--- src/rtl/phys_pkg.sv ---
// ============================================================================
// Module  : phys_pkg
// Purpose : Shared state encoding, physics constants and height/velocity types.
// Rev     : 1.0
// ============================================================================
`default_nettype none

package phys_pkg;

    typedef logic [8:0] height_t;
    typedef logic [8:0] vel_t;

    typedef enum logic [1:0] {
        GROUND = 2'd0,
        AIR    = 2'd1,
        ISSUE  = 2'd2,
        WAIT   = 2'd3
    } state_t;

    localparam int unsigned G_STEP = 14;
    localparam vel_t        JUMP_V = 9'd40;
    localparam height_t     Y_MAX  = 9'd240;
    localparam int unsigned FF_LAT = 1;

endpackage

`default_nettype wire

--- src/rtl/jump_ctrl_btn_edge.sv ---
// ============================================================================
// Module  : btn_edge
// Purpose : Two-flop rising-edge detector on the jump button feeding a pending latch.
// Rev     : 1.0
// ============================================================================
`default_nettype none

module btn_edge (
    input  logic clk,
    input  logic rst_n,
    input  logic btn_i,
    input  logic clr_i,
    output logic pend_o
);

    logic b1_q;
    logic b2_q;
    logic pend_q;
    logic pend_d;
    logic w_rise;

    assign w_rise = b1_q & ~b2_q;

    // Clear dominates so an edge seen while airborne never survives to the landing.
    always_comb begin
        pend_d = pend_q;
        if (clr_i) begin
            pend_d = 1'b0;
        end else if (w_rise) begin
            pend_d = 1'b1;
        end
    end

    always_ff @(posedge clk or negedge rst_n) begin
        if (!rst_n) begin
            b1_q   <= 1'b0;
            b2_q   <= 1'b0;
            pend_q <= 1'b0;
        end else begin
            b1_q   <= btn_i;
            b2_q   <= b1_q;
            pend_q <= pend_d;
        end
    end

    assign pend_o = pend_q;

endmodule

`default_nettype wire

--- src/rtl/jump_ctrl.sv ---
// ============================================================================
// Module  : jump_ctrl
// Purpose : Vertical-motion sequencer: issues one free-fall step per frame tick
//           and applies floor / platform / ceiling rules to the captured result.
// Rev     : 1.0
// ============================================================================
`default_nettype none

module jump_ctrl #(
    parameter logic [8:0]  JUMP_V = phys_pkg::JUMP_V,
    parameter logic [8:0]  Y_MAX  = phys_pkg::Y_MAX,
    parameter int unsigned FF_LAT = phys_pkg::FF_LAT
) (
    input  logic       clk,
    input  logic       rst_n,
    input  logic       frame_tick,
    input  logic       jump_btn,
    input  logic       drop_req,
    input  logic       plat_valid,
    input  logic [8:0] plat_y,
    input  logic [8:0] ff_y,
    input  logic [8:0] ff_v,
    output logic [8:0] ff_y_init,
    output logic [8:0] ff_v_init,
    output logic [8:0] y_pos,
    output logic [8:0] v_cur,
    output logic       airborne,
    output logic       landed
);

    import phys_pkg::*;

    localparam logic [1:0] LAT_INIT = 2'(FF_LAT);

    state_t     state_q;
    height_t    y_q;
    vel_t       v_q;
    height_t    fyi_q;
    vel_t       fvi_q;
    logic [1:0] lat_q;
    logic       landed_q;
    logic       air_q;
    logic       drop_q;
    logic       drop_d;

    logic       w_pend;
    logic       w_launch;
    logic       w_drop_seen;
    logic       w_floor;
    logic       w_plat;
    logic       w_ceil;

    btn_edge u_btn_edge (
        .clk    (clk),
        .rst_n  (rst_n),
        .btn_i  (jump_btn),
        .clr_i  (w_launch | air_q),
        .pend_o (w_pend)
    );

    assign w_launch    = (state_q == GROUND) & frame_tick & w_pend;
    assign w_drop_seen = drop_q | drop_req;
    // A drop only matters while grounded; the latch is re-armed after every tick.
    assign drop_d      = (frame_tick | air_q) ? 1'b0 : w_drop_seen;

    assign w_floor = ff_y[8] | ((ff_y == 9'd0) & ff_v[8]);
    assign w_plat  = plat_valid & ff_v[8] & (y_q >= plat_y) & (ff_y <= plat_y);
    assign w_ceil  = ff_y > Y_MAX;

    always_ff @(posedge clk or negedge rst_n) begin
        if (!rst_n) begin
            state_q  <= GROUND;
            y_q      <= '0;
            v_q      <= '0;
            fyi_q    <= '0;
            fvi_q    <= '0;
            lat_q    <= '0;
            landed_q <= 1'b0;
            air_q    <= 1'b0;
            drop_q   <= 1'b0;
        end else begin
            landed_q <= 1'b0;
            drop_q   <= drop_d;
            case (state_q)
                GROUND: begin
                    if (frame_tick && w_pend) begin
                        v_q     <= JUMP_V;
                        state_q <= ISSUE;
                        air_q   <= 1'b1;
                    end else if (frame_tick && w_drop_seen) begin
                        v_q     <= '0;
                        state_q <= ISSUE;
                        air_q   <= 1'b1;
                    end
                end
                AIR: begin
                    if (frame_tick) begin
                        state_q <= ISSUE;
                    end
                end
                ISSUE: begin
                    fyi_q   <= y_q;
                    fvi_q   <= v_q;
                    lat_q   <= LAT_INIT;
                    state_q <= WAIT;
                end
                WAIT: begin
                    if (lat_q != 2'd0) begin
                        lat_q <= lat_q - 2'd1;
                    end else if (w_floor) begin
                        y_q      <= '0;
                        v_q      <= '0;
                        landed_q <= 1'b1;
                        air_q    <= 1'b0;
                        state_q  <= GROUND;
                    end else if (w_plat) begin
                        y_q      <= plat_y;
                        v_q      <= '0;
                        landed_q <= 1'b1;
                        air_q    <= 1'b0;
                        state_q  <= GROUND;
                    end else if (w_ceil) begin
                        y_q     <= Y_MAX;
                        v_q     <= '0;
                        state_q <= AIR;
                    end else begin
                        y_q     <= ff_y;
                        v_q     <= ff_v;
                        state_q <= AIR;
                    end
                end
                default: state_q <= GROUND;
            endcase
        end
    end

    assign ff_y_init = fyi_q;
    assign ff_v_init = fvi_q;
    assign y_pos     = y_q;
    assign v_cur     = v_q;
    assign airborne  = air_q;
    assign landed    = landed_q;

endmodule

`default_nettype wire

--- config.mk ---
export PLATFORM = sky130hd
export DESIGN_NAME = jump_ctrl
export DESIGN_NICKNAME = d
export VERILOG_FILES = /design/src/rtl/phys_pkg.sv /design/src/rtl/jump_ctrl_btn_edge.sv /design/src/rtl/jump_ctrl.sv
export SDC_FILE = /design/constraint.sdc
export NUM_CORES = 1
export LEC_CHECK = 0
export CAP_MARGIN = 10
export CORE_MARGIN = 2
export CORE_UTILIZATION = 40
export CTS_BUF_LIST = sky130_fd_sc_hd__clkbuf_16
export CTS_CLUSTER_DIAMETER = 40
export DETAILED_ROUTE_END_ITERATION = 6
export PLACE_DENSITY = 0.73
export RECOVER_POWER = 25
export SKIP_CTS_REPAIR_TIMING = 1
export SYNTH_ARGS = -nofsm -noshare
export SYNTH_HDL_FRONTEND = slang
export SYNTH_SLANG_ARGS = --single-unit
--- constraint.sdc ---
create_clock -name clk -period 2.5 [get_ports clk]
set_input_delay 0.625 -clock clk [delete_from_list [all_inputs] [get_ports clk]]
set_output_delay 0.625 -clock clk [all_outputs]
set_load 0.01 [all_outputs]
==> results of run 1 <==
final cells by class:
type                            instances  area, µm²
Clock inverter                          3       21.3
Fill cell                             474       1990
Inverter                               14       55.1
Timing Repair Buffer                  106        968
Clock buffer                            5        125
Sequential cell                        46       1150
Tap cell                               72       90.1
Multi-Input combinational cell        164       1200
sequential cells by signal, summed over array words and instances, names as in the netlist, 2 cells and up:
signal     cells
y_pos          9
ff_y_init      9
ff_v_init      9
v_cur          9
state_q        2
lat_q          2
cell families after synthesis:
| group | after synthesis | share of synthesized area (%) |
|---|---|---|
| AOI/OAI and AO/OA | 55 | 15.2 |
| adders and majority gates | 19 | 10.1 |
| and+or+nand+nor | 72 | 13.9 |
| buffers and inverters | 20 | 3.55 |
| DFF | 46 | 48.7 |
| muxes | 18 | 8.58 |
through the flow:
step	cell area (µm²)	TNS, ns
final	3610	0
after detailed placement	3390	-11.12
after floorplan	2360	0
after global placement	3390	-9.90
after CTS	3530	-4.97
after global routing	3610	0
power groups by stage:
stage	combinational (mW)	clock, mW	sequential, mW
after floorplan	0.680	0	1.32
after global placement	1.56	0	1.25
after detailed placement	1.61	0	1.26
after CTS	1.61	0.662	1.25
after global routing	1.79	0.693	1.29
final	1.63	0.649	1.25
per-layer routing:
| metal | part of all wire, % | up-vias | track usage, % |
|---|---|---|---|
| met3 | 3.8 | 14 | 3.00 |
| met1 | 44 | 1057 | 24.5 |
| met2 | 50 | 65 | 35.2 |
| met4 | 2.4 | 0 | 7.29 |
| met5 | 0 | - | 0 |
| li1 | - | 1050 | - |
synthesized netlist by cell type:
library cell | instances | share of area (%)
sky130_fd_sc_hd__a211oi_4 | 1 | 0.85
sky130_fd_sc_hd__a21o_1 | 1 | 0.32
sky130_fd_sc_hd__a21oi_1 | 10 | 2.1
sky130_fd_sc_hd__a221o_1 | 2 | 0.85
sky130_fd_sc_hd__a22oi_1 | 1 | 0.32
sky130_fd_sc_hd__a311oi_1 | 1 | 0.37
sky130_fd_sc_hd__a31oi_1 | 3 | 0.79
sky130_fd_sc_hd__and2_1 | 1 | 0.26
sky130_fd_sc_hd__and3_1 | 3 | 0.79
sky130_fd_sc_hd__and4_1 | 1 | 0.37
sky130_fd_sc_hd__buf_2 | 1 | 0.21
sky130_fd_sc_hd__buf_6 | 1 | 0.48
sky130_fd_sc_hd__clkbuf_1 | 4 | 0.64
sky130_fd_sc_hd__dfrtp_1 | 46 | 49
sky130_fd_sc_hd__ha_1 | 19 | 10
sky130_fd_sc_hd__inv_1 | 14 | 2.2
sky130_fd_sc_hd__mux2_2 | 18 | 8.6
sky130_fd_sc_hd__nand2_1 | 37 | 5.9
sky130_fd_sc_hd__nand3_1 | 9 | 1.9
sky130_fd_sc_hd__nand4_1 | 2 | 0.53
sky130_fd_sc_hd__nor2_1 | 7 | 1.1
sky130_fd_sc_hd__nor2b_1 | 4 | 1.1
sky130_fd_sc_hd__nor3_1 | 3 | 0.64
sky130_fd_sc_hd__nor4_1 | 2 | 0.53
sky130_fd_sc_hd__o211ai_1 | 5 | 1.6
sky130_fd_sc_hd__o211ai_2 | 1 | 0.53
sky130_fd_sc_hd__o21ai_0 | 18 | 3.8
sky130_fd_sc_hd__o21ai_1 | 2 | 0.42
sky130_fd_sc_hd__o221ai_1 | 4 | 1.5
sky130_fd_sc_hd__o22ai_1 | 3 | 0.79
sky130_fd_sc_hd__o31ai_1 | 2 | 0.64
sky130_fd_sc_hd__o41ai_1 | 1 | 0.37
sky130_fd_sc_hd__or2_2 | 2 | 0.53
sky130_fd_sc_hd__or3_1 | 1 | 0.26
worst max-delay path, cell delays in order:
cell and delay [ns]:
sky130_fd_sc_hd__buf_6 0.10, sky130_fd_sc_hd__inv_4 0.05, sky130_fd_sc_hd__ha_4 0.20, sky130_fd_sc_hd__a21o_1 0.17, sky130_fd_sc_hd__a221o_1 0.34, sky130_fd_sc_hd__a221o_1 0.40, sky130_fd_sc_hd__a211oi_4 0.34, sky130_fd_sc_hd__buf_6 0.18
sky130_fd_sc_hd__buf_6 0.10, sky130_fd_sc_hd__o211ai_1 0.07
worst max path at each step:
stage	from	to	depth (start not counted)
after floorplan	plat_y[3]	y_pos[4]	9
after global placement	plat_y[4]	y_pos[8]	10
after detailed placement	plat_y[3]	y_pos[8]	10
after CTS	plat_y[3]	y_pos[8]	10
after global routing	plat_y[3]	y_pos[4]	10
final	plat_y[3]	y_pos[4]	10
==> results, run 1 <==
- The placed wire-length estimate is 4730 µm.
- The power density of the placed cells is 976 nW/µm².
- Headroom to the max-slew limit came out at 33.5%.
- The pre-antenna-repair detailed-routing pass consisted of 4 iterations.
- The initial antenna violation count is 0.
- The number of clock buffers inserted by TritonCTS is 5.
- The clock network fraction of total power is 18.4%.
- The reg-to-reg critical path endpoint is y_pos[4].
- In this run the static leakage power is 1.69 nW.
- Net switching is 35.0% of the power.
- The detail-routed net length per standard cell is 15.1 µm.
- When the netlist entered floorplanning its net count stood at 282.
- The number of nets in the final layout is 389.
- Relative to the synthesized area, the layout overhead comes to 52.9%.
- The critical path in this run is classified as in2reg.
- The clock latency reported for the late side of the worst-skew pair is 0.29 ns.
- Sequential cells account for 35.5% of the total power.
- The final setup violation count is 0.
- The combined global-route utilization of all metal layers is 19.9%.
- The final clock period utilization by the worst path is 96.7%.
- The share of cells above drive strength 1 is 26.3%.
- The netlist uses 34 different library cells.
- The maximum clock rate is 414 MHz.
- The number of levels in the clock H-tree is 2.
- The remaining antenna violation count is 0.
- STA classifies the critical path endpoint as a flop.
- The startpoint of the lowest-slack register-to-register path is y_pos[8].
- The hold violation count in the final report is 0.
- CTS placed an instance of sky130_fd_sc_hd__clkbuf_16 at the clock tree root.
- TritonCTS built the clock tree.
- For this configuration, the core starts out at a cell density of 42.1%.
- The number of clock sinks seen by CTS is 46.
- The maximum buffer depth of the clock tree is 2.
- The average vias per placed instance is 5.33.
- The worst reg-to-reg path cell count is 9.
- Entering global routing, the biggest net connects 42 pins.
- The worst-case clock skew is 0.00604 ns.
- For the pin with the worst max-slew slack, the measured transition is 0.998 ns.
- The count of state elements after synthesis is 46.
- Counting tap cells, the placed design contains a total of 400 instances.
- The die covers 6540 µm².
- The largest fanout on the critical path is 6.
- The finished layout holds 410 standard cells, fillers aside.
- 0 antenna diodes ended up in the layout.
- In the layout the commonest cells are sky130_fd_sc_hd__clkdlybuf4s50_1 (53), sky130_fd_sc_hd__dfrtp_1 (46), sky130_fd_sc_hd__nand2_1 (36), sky130_fd_sc_hd__buf_4 (32), sky130_fd_sc_hd__mux2_2 (18).
- The total of warnings raised by yosys is 0.
- Row generation in the floorplan step produced 27 rows.
- Routability-driven placement finished with a final weighted congestion of 0.895.
- The number of global-route vias before repair is 2194.
- The routed via count is 2186.
- Buffers placed on the I/O ports in this run total 70.
- The worst path needs 2.42 ns of the cycle, external delays included.
- The worst path meets setup with 0.0837 ns of slack.
- The worst-case setup slack after placement is -0.639 ns.
- The area of the placeable core is 5610 µm².
- The utilization of the core after routing is 64.4%.
- The combinational power share is 46.1%.
- The library cell used most frequently in the layout, excluding fill and tap cells, is sky130_fd_sc_hd__clkdlybuf4s50_1.
- Internal power comes to 2.29 mW.
- The class of the tightest hold or removal check is in2async.
- The overall power is 3.53 mW.
- The number of instances in the synthesized netlist is 230.
- In the routed design, unresolved DRC markers number 0.
- The total congestion overflow is 0.
- The floorplan step set the die width to 80.9 µm.
- The share of the yosys chip area belonging to registers is 48.7%.
- The setup slack of the most critical reg-to-reg path is 0.37 ns.
- The I/O pin count is 71.
- The worst endpoint required time is 2.66 ns.
- The flow ran to the end, and the final reports show no timing, DRC or antenna violations.
- The analysis attributes to net switching a power of 1.23 mW.
- The post-synthesis cell area is 2360 µm².
- Across the VDD grid, the largest voltage drop is 452 µV.
- Clock-pin slew was measured on the worst setup and hold paths at 0.06 ns.
- The first global-routing pass estimated 10000 µm of wire.
- The final max-slew violation count is 0.
- The sort of element at the start of the critical path is an input port.
- Setup repair after global routing left no endpoint under its margin.
- Data on the critical path arrives at its endpoint at 2.57 ns.
- Wires add up to 6210 µm.
- The synthesized area per cell is 10.3 µm².
- The worst hold slack after final layout is 0.223 ns.
- After the first detailed-routing iteration, the DRC count stood at 91.
- The die is 80.9 µm tall.
- The total of max-cap violations is 0.
No activity file was read; power rests on OpenSTA's default activity.
==> run 2: changes to the inputs <==
--- a/config.mk
+++ b/config.mk
@@ -7,11 +7,11 @@
 export LEC_CHECK = 0
 export CAP_MARGIN = 10
 export CORE_MARGIN = 2
-export CORE_UTILIZATION = 40
+export CORE_UTILIZATION = 30
 export CTS_BUF_LIST = sky130_fd_sc_hd__clkbuf_16
 export CTS_CLUSTER_DIAMETER = 40
 export DETAILED_ROUTE_END_ITERATION = 6
-export PLACE_DENSITY = 0.73
+export PLACE_DENSITY = 0.58
 export RECOVER_POWER = 25
 export SKIP_CTS_REPAIR_TIMING = 1
 export SYNTH_ARGS = -nofsm -noshare
==> results, run 2 (same netlist as run 1, synthesis figures left out) <==
- The overall power is 3.53 mW (+0.20%).
- The largest fanout on the critical path is 6 (unchanged).
- The number of standard-cell rows in the floorplan is 32 (+19%).
- The final clock period utilization by the worst path is 96.6% (about the same).
- The final critical-path required period came to 2.42 ns (-0.000208 ns).
- The average vias per placed instance is 4.85 (-9.0%).
- The power density of the placed cells came to 948 nW/µm² (-2.8%).
- Setup repair after global routing left no endpoint under its margin.
- The number of nets in the final layout was 392 (+0.77%).
- The area of the placeable core was 7690 µm² (+37%).
- The overall die area is 8600 µm² (+32%).
- The worst reg-to-reg path cell count is 9 (unchanged).
- The vertical die dimension was 92.8 µm (+15%).
- The end of the worst hold path is u_btn_edge.b2_q.
- The startpoint of the lowest-slack register-to-register path is y_pos[2].
- STA classifies the critical path startpoint as an input port.
- The maximum clock rate is 414 MHz (about the same).
- The critical path endpoint category is a flop.
- The startpoint of the worst hold path is u_btn_edge.b1_q.
- The number of levels in the clock H-tree is 2 (unchanged).
- The number of clock buffers inserted by TritonCTS was 5 (unchanged).
- The count of filler cells inserted in the layout came to 740 (+56%).
- In this run the critical register-to-register path is captured at y_pos[5].
- The class of the tightest hold or removal check is reg2reg.
- The final setup violation count is 0 (unchanged).
- The number of port buffers came to 70 (unchanged).
- The hold violation count in the final report is 0 (unchanged).
- The number of detailed-route iterations in the first pass is 4 (unchanged).
- The number of remaining DRC errors is 0 (unchanged).
- The final standard cell count with taps included and fillers excluded is 443 (+8.0%).
- The placed wire-length estimate is 4780 µm (+1.1%).
- The detail-routed net length per standard cell is 14.1 µm (-7.0%).
- The global-route wire length before repair is 9890 µm (-1.0%).
- Relative to the synthesized area, the layout overhead comes to 57.6%.
- The initial core utilization was 30.7% (-11 points).
- The total of max-cap violations was 0 (unchanged).
- The number of global-route vias before repair is 2055 (-6.3%).
- The routability congestion estimate from global placement is 0.795 (-11%).
- The run finished with clean final reports.
- The worst endpoint required time is 2.66 ns (about the same).
- The biggest cell delay along the critical path is 0.45 ns (+0.05 ns).
- The CTS tree is yes.
- The total congestion overflow was 0 (unchanged).
- Walking the worst path, the cells encountered are clkdlybuf4s50_1 > ha_1 > nor2b_1 > o21ai_0 > a31oi_1 > buf_4 > a211oi_4 > buf_4 > buf_6 > o211ai_1.
- The I/O pin count came to 71 (unchanged).
- The pin count of the biggest net entering global routing was 19 (-55%).
- The largest vdd supply drop is 376 µV (-17%).
- The dominant cell type by count on the critical path is sky130_fd_sc_hd__buf_4.
- The setup slack of the most critical reg-to-reg path was 0.45 ns (+0.08 ns).
- The routed via count is 2150 (-1.6%).
- The maximum buffer depth of the clock tree is 2 (unchanged).
- The footprint of the multi-input gates is 1210 µm² (+1.0%).
- The area occupied by registers is 1150 µm² (unchanged).
- The tree is rooted in a sky130_fd_sc_hd__clkbuf_16.
- The overall routed net length was 6240 µm (+0.47%).
- The final max-slew violation count was 0 (unchanged).
- The final antenna diode count is 0 (unchanged).
- The data arrival time of the worst path is 2.57 ns (about the same).
- The clock latency reported for the late side of the worst-skew pair is 0.29 ns (about the same).
- The top cell types in the final layout, fill and taps aside, are sky130_fd_sc_hd__clkdlybuf4s50_1 (52), sky130_fd_sc_hd__dfrtp_1 (46), sky130_fd_sc_hd__nand2_1 (36), sky130_fd_sc_hd__buf_4 (34), sky130_fd_sc_hd__mux2_2 (18).
- The initial antenna violation count was 0 (unchanged).
- The number of buffers and inverters on the critical path is 4 (unchanged).
- The slew at the pin closest to its max-slew limit came to 1.06 ns (+0.0667 ns).
- The clock edge transition at the registers on the reported setup and hold paths is 0.06 ns (about the same).
- The family with the most delay on the worst path is buffers and inverters.
- The number of clock sinks seen by CTS is 46 (unchanged).
- The number of DRC markers after the initial detailed-route iteration is 84 (-7.7%).
- The reported leakage power is 1.75 nW (+3.4%).
- The chip width is 92.8 µm (+15%).
- The combined global-route utilization of all metal layers is 14.5% (-5.4 points).
- The placed instance count is 432 (+8.0%).
- The worst hold path passes through 0 cells.
- Among all stages on the critical path, the largest delay is contributed by sky130_fd_sc_hd__clkdlybuf4s50_1.
- The worst setup path is of the in2reg kind.
- The worst-case clock skew is 0.00323 ns (-0.00281 ns).
- Leaving out fill and tap cells, the most frequent cell in the layout is sky130_fd_sc_hd__clkdlybuf4s50_1.
- The remaining antenna violation count is 0 (unchanged).
- The share of cells above drive strength 1 is 25.2% (-1.1 points).
- The normalized max-slew margin is 29.0% (-4.4 points).
## run 2: cell type report
class	count	area share, %
clock buffer	5	3.36
clock inverter	3	0.638
inverter	14	1.41
multi-input combinational	164	32.6
sequential	46	30.9
tap	102	3.43
timing repair buffer	109	27.7
## run 2: worst max-delay path by stage
stage / from / end / cells past startpoint
after floorplan: plat_y[3] / y_pos[4] / 9
after global placement: plat_y[4] / y_pos[8] / 10
after detailed placement: plat_y[4] / y_pos[8] / 10
after global routing: plat_y[2] / y_pos[5] / 10
after CTS: plat_y[4] / y_pos[8] / 10
final: plat_y[0] / y_pos[5] / 10
## run 2: metal layers
layer / GRT usage (%) / wire, µm / up-vias
met5: 0 / 0 / -
met4: 3.31 / 41 / 0
met3: 3.01 / 418 / 4
met2: 23.7 / 2930 / 70
met1: 19.9 / 2850 / 1032
li1: - / - / 1044
## run 2: power by group
part           total (mW)  internal [mW]  switching (mW)
sequential           1.24           1.03           0.219
combinational        1.62          0.907           0.713
clock               0.669          0.374           0.295
## run 2: per-stage QoR
step	TNS [ns]	util, %	hold WS, ns	worst slack, ns	cell area, µm²
2_1_floorplan	0	-	0.329	0.0180	2360
3_3_place_gp	-10.19	44.6	0.363	-0.548	3430
3_5_place_dp	-11.29	44.6	0.373	-0.621	3430
4_1_cts	-4.91	46.5	0.252	-0.319	3580
5_1_grt	0	48.5	0.415	0.0113	3730
6_report	0	48.5	0.389	0.0839	3730
==> run 3: changes to the inputs <==
--- a/config.mk
+++ b/config.mk
@@ -6,7 +6,7 @@
 export NUM_CORES = 1
 export LEC_CHECK = 0
 export CAP_MARGIN = 10
-export CORE_MARGIN = 2
+export CORE_MARGIN = 3
 export CORE_UTILIZATION = 30
 export CTS_BUF_LIST = sky130_fd_sc_hd__clkbuf_16
 export CTS_CLUSTER_DIAMETER = 40
==> results, run 3 (same netlist as run 1, synthesis figures left out) <==
- The run finished with clean final reports.
- Leaving out fill and tap cells, the most frequent cell in the layout is sky130_fd_sc_hd__clkdlybuf4s50_1.
- The number of nets in the final layout was 393 (+0.26%).
- The overall routed net length is 6210 µm (-0.50%).
- The largest fanout on the critical path is 3 (-3).
- The biggest cell delay along the critical path is 0.49 ns (+0.04 ns).
- The combined global-route utilization of all metal layers came to 14.1% (-0.48 points).
- The area added between synthesis and finish is 59.6%.
- The share of cells above drive strength 1 is 26.3% (+1.1 points).
- The clock edge transition at the registers on the reported setup and hold paths is 0.07 ns (about the same).
- The power density of the placed cells is 938 nW/µm² (-1.1%).
- The pin count of the biggest net entering global routing is 26 (+7).
- The area of the placeable core is 7450 µm² (-3.1%).
- Clock tree synthesis selected as its root buffer the cell sky130_fd_sc_hd__clkbuf_16.
- The number of levels in the clock H-tree is 2 (unchanged).
- The overall power came to 3.54 mW (+0.10%).
- The clock latency reported for the late side of the worst-skew pair is 0.28 ns (about the same).
- The number of DRC markers after the initial detailed-route iteration is 69 (-18%).
- The detail-routed net length per standard cell was 14.1 µm (about the same).
- The final setup violation count is 0 (unchanged).
- The hold violation count in the final report is 0 (unchanged).
- The final max-slew violation count is 0 (unchanged).
- The critical path endpoint category is a flop.
- The global-route wire length before repair is 10100 µm (+1.9%).
- The number of detailed-route iterations in the first pass is 4 (unchanged).
- The vertical die dimension is 94.8 µm (+2.2%).
- The chip width is 94.8 µm (+2.2%).
- The worst-case clock skew was 0.00713 ns (+0.00390 ns).
- The routed via count is 2123 (-1.3%).
- The final sum of negative setup slack is 0 ns (unchanged).
- For this design, the slowest cell found on the critical path is sky130_fd_sc_hd__clkdlybuf4s50_1.
- The sort of element at the start of the critical path is an input port.
- The maximum clock rate is 417 MHz (+0.66%).
- The worst endpoint required time is 2.69 ns (+0.03 ns).
- Walking the worst path, the cells encountered are clkdlybuf4s50_1 > ha_1 > nor2b_1 > o21ai_1 > a31oi_1 > buf_4 > a211oi_4 > buf_4 > nand2_2 > o221ai_1.
- Among cell families on the critical path, the largest total delay comes from buffers and inverters.
- The tightest min-delay check is of the in2async type.
- The number of clock buffers inserted by TritonCTS is 5 (unchanged).
- The final critical-path required period is 2.40 ns (-0.0157 ns).
- The final clock period utilization by the worst path is 96.0% (-0.63 points).
- The routability congestion estimate from global placement is 0.812 (+2.1%).
- The cell that appears most often on the critical path is sky130_fd_sc_hd__buf_4.
- The final antenna diode count is 0 (unchanged).
- The remaining antenna violation count is 0 (unchanged).
- The number of standard-cell rows in the floorplan is 31 (-3.1%).
- The largest vdd supply drop is 433 µV (+15%).
- The slack of the critical path is 0.0996 ns (+0.0157 ns).
- The data arrival time of the worst path is 2.60 ns (+0.03 ns).
- The placed wire-length estimate is 4720 µm (-1.2%).
- The total congestion overflow is 0 (unchanged).
- The slew at the pin closest to its max-slew limit is 1.36 ns (+0.292 ns).
- The initial antenna violation count is 0 (unchanged).
- The placed instance count is 429 (-0.69%).
- The I/O pin count is 71 (unchanged).
- The utilization of the core after routing was 50.6% (+2.2 points).
- The category of the most critical setup path is in2reg.
- Leaving out fill and tap cells, the most frequent cells in the layout are sky130_fd_sc_hd__clkdlybuf4s50_1 (53), sky130_fd_sc_hd__dfrtp_1 (46), sky130_fd_sc_hd__nand2_1 (36), sky130_fd_sc_hd__buf_4 (33), sky130_fd_sc_hd__mux2_2 (18).
- The number of port buffers is 70 (unchanged).
- The number of clock sinks seen by CTS is 46 (unchanged).
- TritonCTS built the clock tree.
- The number of global-route vias before repair was 2078 (+1.1%).
- The total of max-cap violations is 0 (unchanged).
- The number of remaining DRC errors is 0 (unchanged).
- The reported leakage power is 1.77 nW (+0.80%).
- The count of filler cells inserted in the layout is 696 (-5.9%).
- The maximum buffer depth of the clock tree is 2 (unchanged).
- The overall die area was 8980 µm² (+4.4%).
- The normalized max-slew margin is 9.56% (-19 points).
- The number of buffers and inverters on the critical path was 3 (-1).
- The final standard cell count with taps included and fillers excluded is 441 (-0.45%).
- The initial core utilization was 31.7% (+0.99 points).
- The worst-case setup slack after placement came to -0.662 ns (-0.0410 ns).
- The average vias per placed instance is 4.81 (-0.81%).
run 3: stage by stage:
stage / hold WS (ns) / area, µm²
finish: 0.218 / 3770
global route: 0.267 / 3770
CTS: 0.163 / 3570
detailed placement: 0.372 / 3420
global placement: 0.366 / 3420
floorplan: 0.329 / 2360
run 3: per-layer routing:
layer  GRT usage (%)  share of wire, %  vias to the layer above
met5               0                 0                        -
met1            19.8                45                     1005
met2            22.4                49                       55
met4            2.88              0.77                        0
li1                -                 -                     1056
met3            2.87               5.3                        7
run 3: worst register-to-register path, cell delays in order (launching register included):
cell,delay (ns)
sky130_fd_sc_hd__dfrtp_1,0.44
sky130_fd_sc_hd__ha_4,0.29
sky130_fd_sc_hd__nor2_1,0.06
sky130_fd_sc_hd__o31ai_2,0.26
sky130_fd_sc_hd__nand3_1,0.16
sky130_fd_sc_hd__buf_6,0.15
sky130_fd_sc_hd__a211oi_4,0.20
sky130_fd_sc_hd__buf_4,0.16
sky130_fd_sc_hd__nand2_2,0.07
sky130_fd_sc_hd__o221ai_1,0.19
run 3: path summary, 6_finish.rpt:
path                       slack, ns            start              end  cells after the start
max                              0.1        plat_y[0]         y_pos[3]                     10
min                             0.22            rst_n         y_pos[0]                      1
max reg2reg                     0.44         y_pos[6]         y_pos[3]                      9
min reg2reg                     0.39  u_btn_edge.b1_q  u_btn_edge.b2_q                      0
max in group asynchronous       0.71            rst_n     ff_v_init[3]                      2
min in group clk                0.39  u_btn_edge.b1_q  u_btn_edge.b2_q                      0
run 3: cell type report:
| cell class | instances | area [µm²] | area share (%) |
|---|---|---|---|
| clock buffer | 5 | 125 | 3.32 |
| clock inverter | 3 | 21.3 | 0.564 |
| inverter | 14 | 52.6 | 1.39 |
| multi-input combinational | 164 | 1250 | 33.2 |
| sequential | 46 | 1150 | 30.5 |
| tap | 99 | 124 | 3.28 |
| timing repair buffer | 110 | 1050 | 27.7 |
run 3: report_power, final:
part / internal (mW) / switching [mW]
registers: 1.03 / 0.219
logic: 0.919 / 0.717
clock network: 0.370 / 0.287
total: 2.31 / 1.22
